## src/rtl/hazard_pkg.sv

```systemverilog
// Shared types and constants for the pipeline hazard controller.
// Optional performance counters are enabled with the HAZ_PERF_EN macro.
package hazard_pkg;

  typedef enum logic [1:0] {
    RUN        = 2'd0,
    LOAD_STALL = 2'd1,
    FLUSH      = 2'd2
  } haz_state_e;

  typedef struct packed {
    logic pc_write;
    logic if_id_write;
    logic id_ex_bubble;
    logic if_id_flush;
    logic pipe_hold;
  } haz_ctrl_t;

  // Control bundles for each pipeline action; CTRL_RUN is the idle value.
  localparam haz_ctrl_t CTRL_RUN   = '{pc_write: 1'b1, if_id_write: 1'b1, id_ex_bubble: 1'b0, if_id_flush: 1'b0, pipe_hold: 1'b0};
  localparam haz_ctrl_t CTRL_HOLD  = '{pc_write: 1'b0, if_id_write: 1'b0, id_ex_bubble: 1'b0, if_id_flush: 1'b0, pipe_hold: 1'b1};
  localparam haz_ctrl_t CTRL_FLUSH = '{pc_write: 1'b1, if_id_write: 1'b1, id_ex_bubble: 1'b1, if_id_flush: 1'b1, pipe_hold: 1'b0};
  localparam haz_ctrl_t CTRL_STALL = '{pc_write: 1'b0, if_id_write: 1'b0, id_ex_bubble: 1'b1, if_id_flush: 1'b0, pipe_hold: 1'b0};

  function automatic int max_of(input int a, input int b);
    return (a > b) ? a : b;
  endfunction

endpackage

```

## src/rtl/hazard_src_match.sv

```systemverilog
// Reduces per-operand comparisons against the EX destination to one hazard hit.
// Register 0 is hard-wired and never produces a hit.
module hazard_src_match
  import hazard_pkg::*;
#(
  parameter int REG_AW  = 5,
  parameter int NUM_SRC = 2
) (
  input  logic [NUM_SRC*REG_AW-1:0] src_addr,
  input  logic [NUM_SRC-1:0]        src_valid,
  input  logic [REG_AW-1:0]         rd,
  input  logic                      enable,
  output logic                      hit
);

  logic [NUM_SRC-1:0] match_s;

  for (genvar i = 0; i < NUM_SRC; i++) begin : g_src
    assign match_s[i] = src_valid[i] && (src_addr[i*REG_AW +: REG_AW] == rd);
  end

  assign hit = enable && (rd != {REG_AW{1'b0}}) && (|match_s);

endmodule

```

## src/rtl/hazard_control_unit.sv

```systemverilog
// Load-use stall, branch flush and memory-busy freeze controller for the MIPS pipeline.
// Define HAZ_PERF_EN to add the stall_cycles / flush_cycles performance counters.
module hazard_control_unit
  import hazard_pkg::*;
#(
  parameter int REG_AW   = 5,
  parameter int NUM_SRC  = 2,
  parameter int LOAD_LAT = 1,
  parameter int BR_FLUSH = 1
) (
  input  logic                      clk,
  input  logic                      rst,
  input  logic [NUM_SRC*REG_AW-1:0] id_src_addr,
  input  logic [NUM_SRC-1:0]        id_src_valid,
  input  logic                      ex_memread,
  input  logic                      ex_regwrite,
  input  logic [REG_AW-1:0]         ex_rd,
  input  logic                      mem_busy,
  input  logic                      br_taken,
  output logic                      pc_write,
  output logic                      if_id_write,
  output logic                      id_ex_bubble,
  output logic                      if_id_flush,
  output logic                      pipe_hold
`ifdef HAZ_PERF_EN
  ,
  output logic [31:0]               stall_cycles,
  output logic [31:0]               flush_cycles
`endif
);

  localparam int CNT_MAX = max_of(LOAD_LAT, BR_FLUSH);
  localparam int CNT_W   = $clog2(CNT_MAX + 1);

  haz_state_e       state_r, state_next_s;
  logic [CNT_W-1:0] cnt_r, cnt_next_s;
  haz_ctrl_t        ctrl_s;
  logic             hit_s;

  hazard_src_match #(
    .REG_AW  (REG_AW),
    .NUM_SRC (NUM_SRC)
  ) u_src_match (
    .src_addr  (id_src_addr),
    .src_valid (id_src_valid),
    .rd        (ex_rd),
    .enable    (ex_memread & ex_regwrite),
    .hit       (hit_s)
  );

  // Mealy next-state and control decode; cnt holds the remaining extra cycles.
  always_comb begin
    ctrl_s       = CTRL_RUN;
    state_next_s = state_r;
    cnt_next_s   = cnt_r;
    if (rst) begin
      ctrl_s       = CTRL_RUN;
      state_next_s = RUN;
      cnt_next_s   = {CNT_W{1'b0}};
    end else if (mem_busy) begin
      ctrl_s = CTRL_HOLD;
    end else if (br_taken) begin
      ctrl_s = CTRL_FLUSH;
      if (BR_FLUSH > 1) begin
        state_next_s = FLUSH;
        cnt_next_s   = CNT_W'(BR_FLUSH - 1);
      end else begin
        state_next_s = RUN;
        cnt_next_s   = {CNT_W{1'b0}};
      end
    end else begin
      case (state_r)
        FLUSH: begin
          ctrl_s       = CTRL_FLUSH;
          cnt_next_s   = cnt_r - CNT_W'(1);
          state_next_s = (cnt_r <= CNT_W'(1)) ? RUN : FLUSH;
        end
        LOAD_STALL: begin
          ctrl_s       = CTRL_STALL;
          cnt_next_s   = cnt_r - CNT_W'(1);
          state_next_s = (cnt_r <= CNT_W'(1)) ? RUN : LOAD_STALL;
        end
        RUN: begin
          if (hit_s) begin
            ctrl_s = CTRL_STALL;
            if (LOAD_LAT > 1) begin
              state_next_s = LOAD_STALL;
              cnt_next_s   = CNT_W'(LOAD_LAT - 1);
            end else begin
              state_next_s = RUN;
              cnt_next_s   = {CNT_W{1'b0}};
            end
          end else begin
            ctrl_s = CTRL_RUN;
          end
        end
        default: begin
          ctrl_s       = CTRL_RUN;
          state_next_s = RUN;
          cnt_next_s   = {CNT_W{1'b0}};
        end
      endcase
    end
  end

  // State and down-counter registers.
  always_ff @(posedge clk) begin
    if (rst) begin
      state_r <= RUN;
      cnt_r   <= {CNT_W{1'b0}};
    end else begin
      state_r <= state_next_s;
      cnt_r   <= cnt_next_s;
    end
  end

  assign pc_write     = ctrl_s.pc_write;
  assign if_id_write  = ctrl_s.if_id_write;
  assign id_ex_bubble = ctrl_s.id_ex_bubble;
  assign if_id_flush  = ctrl_s.if_id_flush;
  assign pipe_hold    = ctrl_s.pipe_hold;

`ifdef HAZ_PERF_EN
  logic [31:0] stall_cnt_r, flush_cnt_r;

  // Saturating perf counters; hold cycles decode to neither stall nor flush.
  always_ff @(posedge clk) begin
    if (rst) begin
      stall_cnt_r <= 32'd0;
      flush_cnt_r <= 32'd0;
    end else begin
      if (ctrl_s.id_ex_bubble && !ctrl_s.if_id_flush && (stall_cnt_r != 32'hFFFF_FFFF)) begin
        stall_cnt_r <= stall_cnt_r + 32'd1;
      end else begin
        stall_cnt_r <= stall_cnt_r;
      end
      if (ctrl_s.if_id_flush && (flush_cnt_r != 32'hFFFF_FFFF)) begin
        flush_cnt_r <= flush_cnt_r + 32'd1;
      end else begin
        flush_cnt_r <= flush_cnt_r;
      end
    end
  end

  assign stall_cycles = stall_cnt_r;
  assign flush_cycles = flush_cnt_r;
`endif

endmodule

```

## config.mk

```make
export PLATFORM = sky130hd
export DESIGN_NAME = hazard_control_unit
export DESIGN_NICKNAME = d
export VERILOG_FILES = /design/src/rtl/hazard_pkg.sv /design/src/rtl/hazard_src_match.sv /design/src/rtl/hazard_control_unit.sv
export SDC_FILE = /design/constraint.sdc
export NUM_CORES = 1
export LEC_CHECK = 0
export BUFFER_PORTS_ARGS = -buffer_cell sky130_fd_sc_hd__clkbuf_2
export CAP_MARGIN = 20
export CORE_AREA = 5 5 42 44
export DETAILED_ROUTE_END_ITERATION = 7
export DIE_AREA = 0 0 47 49
export PLACE_DENSITY = 0.54
export SETUP_SLACK_MARGIN = 0.05
export SLEW_MARGIN = 5
export SYNTH_ARGS = -nofsm -noshare
export SYNTH_HDL_FRONTEND = slang
export SYNTH_SLANG_ARGS = --single-unit
```

## constraint.sdc

```tcl
create_clock -name clk -period 1.4 [get_ports clk]
set_clock_uncertainty 0.05 [all_clocks]
set_input_delay 0.21 -clock clk [delete_from_list [all_inputs] [get_ports clk]]
set_output_delay 0.21 -clock clk [all_outputs]
set_load 0.05 [all_outputs]
```

Word level (Yosys, flattened, before mapping)
Cells that the tools add are included.
{ "op_classes": {"order_cmp": 1, "muxes": 13, "div_mod_pow": 0, "n_reduce_logical": 9, "n_shift": 0, "bitwise_logic": 2, "n_mul": 0, "n_addsub": 1, "n_eq_ne": 5} }
{ "ops": {"columns": ["cell", "count"], "rows": [
  ["5-bit two-way mux", 4],
  ["5-bit case mux with 3 select lines", 1],
  ["5-bit equality test", 2],
  ["2-bit two-way mux", 3],
  ["2-bit case mux with 3 select lines", 1],
  ["5-bit nonzero test", 1],
  ["1-bit logical AND", 4],
  ["2-bit OR reduction", 2],
  ["1-bit two-way mux", 3],
  ["3-bit != test, second input constant", 1],
  ["2-bit by 1-bit equality test with 1-bit output, second input constant", 1],
  ["2-bit equality test, second input constant", 1],
  ["2-bit zero test", 1],
  ["1-bit case mux with 2 select lines", 1],
  ["2-bit AND reduction", 1],
  ["1-bit AND", 1],
  ["1-bit less-or-equal comparator, second input constant", 1],
  ["1-bit NOT", 1],
  ["1-bit subtractor, second input constant", 1]
]} }
{ "word_totals": {"wordCells": 33, "ff_bits": 3, "n_memories": 0, "out_inout_bits": 5, "mem_bits_ro": 0, "latch_bits": 0, "ramBits": 0, "input_bits": 23} }

Depth between registers and ports, before layout
{ "depth": {"depth_word": 9, "ltp_mapped": 5} }

Hierarchy
A second synthesis with hierarchy kept.
{ "hier_totals": {"hier_cells": 25, "hier_area_um2": 186.4} }
{ "by_module_without_submodules": {"columns": ["mod", "n_inst", "seq_area_each_um2", "cells_each", "area_per_inst_um2"], "rows": [
  ["hazard_src_match", 1, 0.0, 17, 133.9],
  ["hazard_control_unit", 1, 0.0, 8, 52.6]
]} }

Worst setup path before layout
OpenSTA, ideal clock, no wires.
{ "synth_path": {"path_type": "input -> output", "from": "in ex_rd[3]", "to": "out id_ex_bubble", "required_time_ps": 1140, "t_arrival_ps": 2420, "setup_slack_ps": -1280, "path_stages": 4, "path_buffers": 0, "cell_sequence": "xor2_1 > nor4_2 > a32oi_1 > o41ai_1"} }
{ "synth_between": {"elab_chain_cells": 9, "word_cells_on_any_way": 13, "cone_classes": "2 x eq/ne; 5 x mux; 6 x reduce/logical"} }
{ "synth_lines": {"columns": ["item", "line", "source"], "rows": [
  ["start: declaration", "hazard_control_unit.sv:17", "input logic [REG_AW-1:0] ex_rd,"],
  ["5-bit equality test", "hazard_src_match.sv:19", "assign match_s[i] = src_valid[i] && (src_addr[i*REG_AW +: REG_AW] == rd);"],
  ["1-bit logical AND", "hazard_src_match.sv:19", null],
  ["2-bit OR reduction", "hazard_src_match.sv:22", "assign hit = enable && (rd != {REG_AW{1'b0}}) && (|match_s);"],
  ["1-bit logical AND (*)", "hazard_src_match.sv:22", null],
  ["5-bit two-way mux (*)", "hazard_control_unit.sv:84", "if (hit_s) begin"],
  ["5-bit case mux with 3 select lines (*)", "hazard_control_unit.sv:72", "case (state_r)"],
  ["5-bit two-way mux (*)", "hazard_control_unit.sv:62", "end else if (br_taken) begin"],
  ["5-bit two-way mux (*)", "hazard_control_unit.sv:60", "end else if (mem_busy) begin"],
  ["5-bit two-way mux (*)", "hazard_control_unit.sv:56", "if (rst) begin"],
  ["end: declaration", "hazard_control_unit.sv:22", "output logic id_ex_bubble,"]
]} }
Every way passes the cells marked *; elsewhere a longest branch is shown, timed or not.

Worst setup path in the final report
{ "layout_path": {"from": "in ex_rd[1]", "to": "out id_ex_bubble"} }
Same word-level chain as after synthesis.

==> impl_metrics.tcl <==
set metrics [dict create \
    total_power_uw 148 \
    worst_setup_path_end_kind "output port" \
    dieArea_um2 2300 \
    synth_top_area_share_pct 37.8 \
    synthMuxAreaShare_pct 0 \
    multi_input_area_um2 216 \
    synth_top_family_by_area "XOR/XNOR gates" \
    post_drt_wl_per_cell_um 10.4 \
    synth_seq_area_share_pct 0 \
    synth-warning-count 0 \
    cts_hold_buf 0 \
    rsz0062_at_grt "yes" \
    post_cts_buffers 0 \
    peakVddDrop_mv 0.0978 \
    wl_met2_um 356 \
    status "finished with violations" \
    grt_max_degree 5 \
    critPathKind "primary input to output port" \
    num_rows 14 \
    syn_avg_cell_area_um2 7.72 \
    place_congestion 0.701 \
    syn_area_um2 185 \
    max-cap-violations 0 \
    yosys.area.top_type "xor2_1" \
    vias 266 \
    syn_nets 47 \
    place_hpwl_um 672 \
    final_cells 69 \
    synth_compound_area_share_pct 19.6 \
    grt_usage_pct 6.11 \
    yosys-top-cells-count "8 x xor2_1, 2 x inv_1, 2 x xnor2_1" \
    cp.required_ns 1.14 \
    ant_nets 0 \
    finalSetupViolations 3 \
    hold_path_end "id_ex_bubble" \
    fmax_mhz 564 \
    period_share_pct 127 \
    antenna_found_initial 0 \
    drc 0 \
    die_w_um 47 \
    synth_most_common_cell "xor2_1" \
    holdCritStartpoint "mem_busy" \
    drt_iter0_drc 0 \
    cp_max_fo 3 \
    top_layer "met3" \
    tightest_slew_ns 0.302 \
    register_area_um2 0 \
    wl_met3_um 73 \
    core_um2 1400 \
    area_growth_syn_to_layout_pct 152 \
    drive_gt1_share_pct 67.9 \
    place_inst 69 \
    maxSlewHeadroom_pct 79.8 \
    synth_area_leaders "xor2_1 38%, xnor2_1 9.5%, nor4_2 6.8%, o41a_1 6.1%, a32oi_1 4.7%" \
    gr-total-overflow 0 \
    wirelength_um 717 \
    drt-pass1-iter-count 1 \
    io-pin-count 28 \
    grt_pass1_vias 272 \
    hold_depth 3 \
    startpoint_type "primary input" \
    viasPerCell 3.86 \
    p_leak_uw 0.000249 \
    finalSetupTns_ns -1.07 \
    synthCells 24 \
    setup_slack_ns -0.372 \
    cellPowerDensity_nw_per_um2 317 \
    synth_fa_ha_area_share_pct 0 \
    wl_met1_um 288 \
    seq_cell_count 0 \
    synth_xor_area_share_pct 47.3 \
    fin_nets 78 \
    die_h_um 49 \
    fillCellCount 158 \
    period_needed_ns 1.77 \
    violations "setup timing" \
    clkbuf_count 0 \
    synth-simple-area-share_pct 25.0 \
    hp-class "primary input to output port" \
    critPathArrivalTime_ns 1.51 \
    num_antenna_cells 0 \
    initial_utilization_pct 13.2 \
    io_buffers 27 \
    drv_slew 0 \
    ys_types 15 \
    grt_pass1_wl_um 1120 \
    finalHoldViolCount 0 \
]
worst max-delay path by stage:
stage	depth (start not counted)	end	startpoint	slack, ns
after detailed placement	6	if_id_write	ex_rd[4]	-0.50
final	7	id_ex_bubble	ex_rd[1]	-0.37
after global placement	6	if_id_write	ex_rd[0]	-0.49
after global routing	7	id_ex_bubble	ex_rd[1]	-0.46
after floorplan	5	pc_write	ex_rd[3]	-0.41
after CTS	7	id_ex_bubble	ex_rd[1]	-0.39
cell type report:
cell class,count,area share [%]
Inverter,2,1.61
Multi-Input combinational cell,21,46.4
Tap cell,16,4.29
Timing Repair Buffer,30,47.7
what timing repair did:
action / in CTS / in global routing
gates resized for setup: 9 / 1
hold endpoints to repair: 0 / 0
endpoints found under the setup margin: 3 / 3
pin swaps: 5 / 0
cell usage in the layout (no fill, tap or decap):
cell,n
clkbuf_2,23
xor2_1,8
buf_4,3
nor4_2,2
xnor2_1,2
inv_1,2
clkbuf_16,2
and2_0,1
a32oi_2,1
or4_4,1
o211ai_1,1
nor2_1,1
nand2_1,1
o41ai_4,1
nand2b_1,1
o41a_4,1
buf_8,1
buf_12,1
stage by stage:
step / setup slack, ns / instance area, µm² / hold WS (ns) / utilization [%]
floorplan: -0.409 / 225 / 0.523 / -
finish: -0.372 / 467 / 0.732 / 33.3
global route: -0.455 / 467 / 0.745 / 33.3
global placement: -0.492 / 407 / 0.732 / 29.0
CTS: -0.393 / 465 / 0.734 / 33.2
detailed placement: -0.499 / 407 / 0.733 / 29.0
cells by family after synthesis:
family          after synthesis
compound gates                4
simple gates                  7
buf+inv                       3
xor+xnor                     10
worst max-delay path, cell delays in order:
cell      delay [ns]
clkbuf_2        0.11
xor2_1          0.15
nor4_2          0.29
a32oi_2         0.15
buf_4           0.16
o41ai_4         0.26
buf_12          0.18
power breakdown:
group          switching [µW]  internal [µW]  leakage, µW
Combinational            73.7           74.1     0.000249
Sequential                  0              0            0
Clock                       0              0            0
metal layers:
| layer | GRT usage (%) | vias to the layer above |
|---|---|---|
| met5 | 0 | - |
| met4 | 0 | 0 |
| met3 | 0.369 | 0 |
| met2 | 10.4 | 14 |
| met1 | 8.70 | 108 |
| li1 | - | 144 |
No activity file was read; power rests on OpenSTA's default activity.
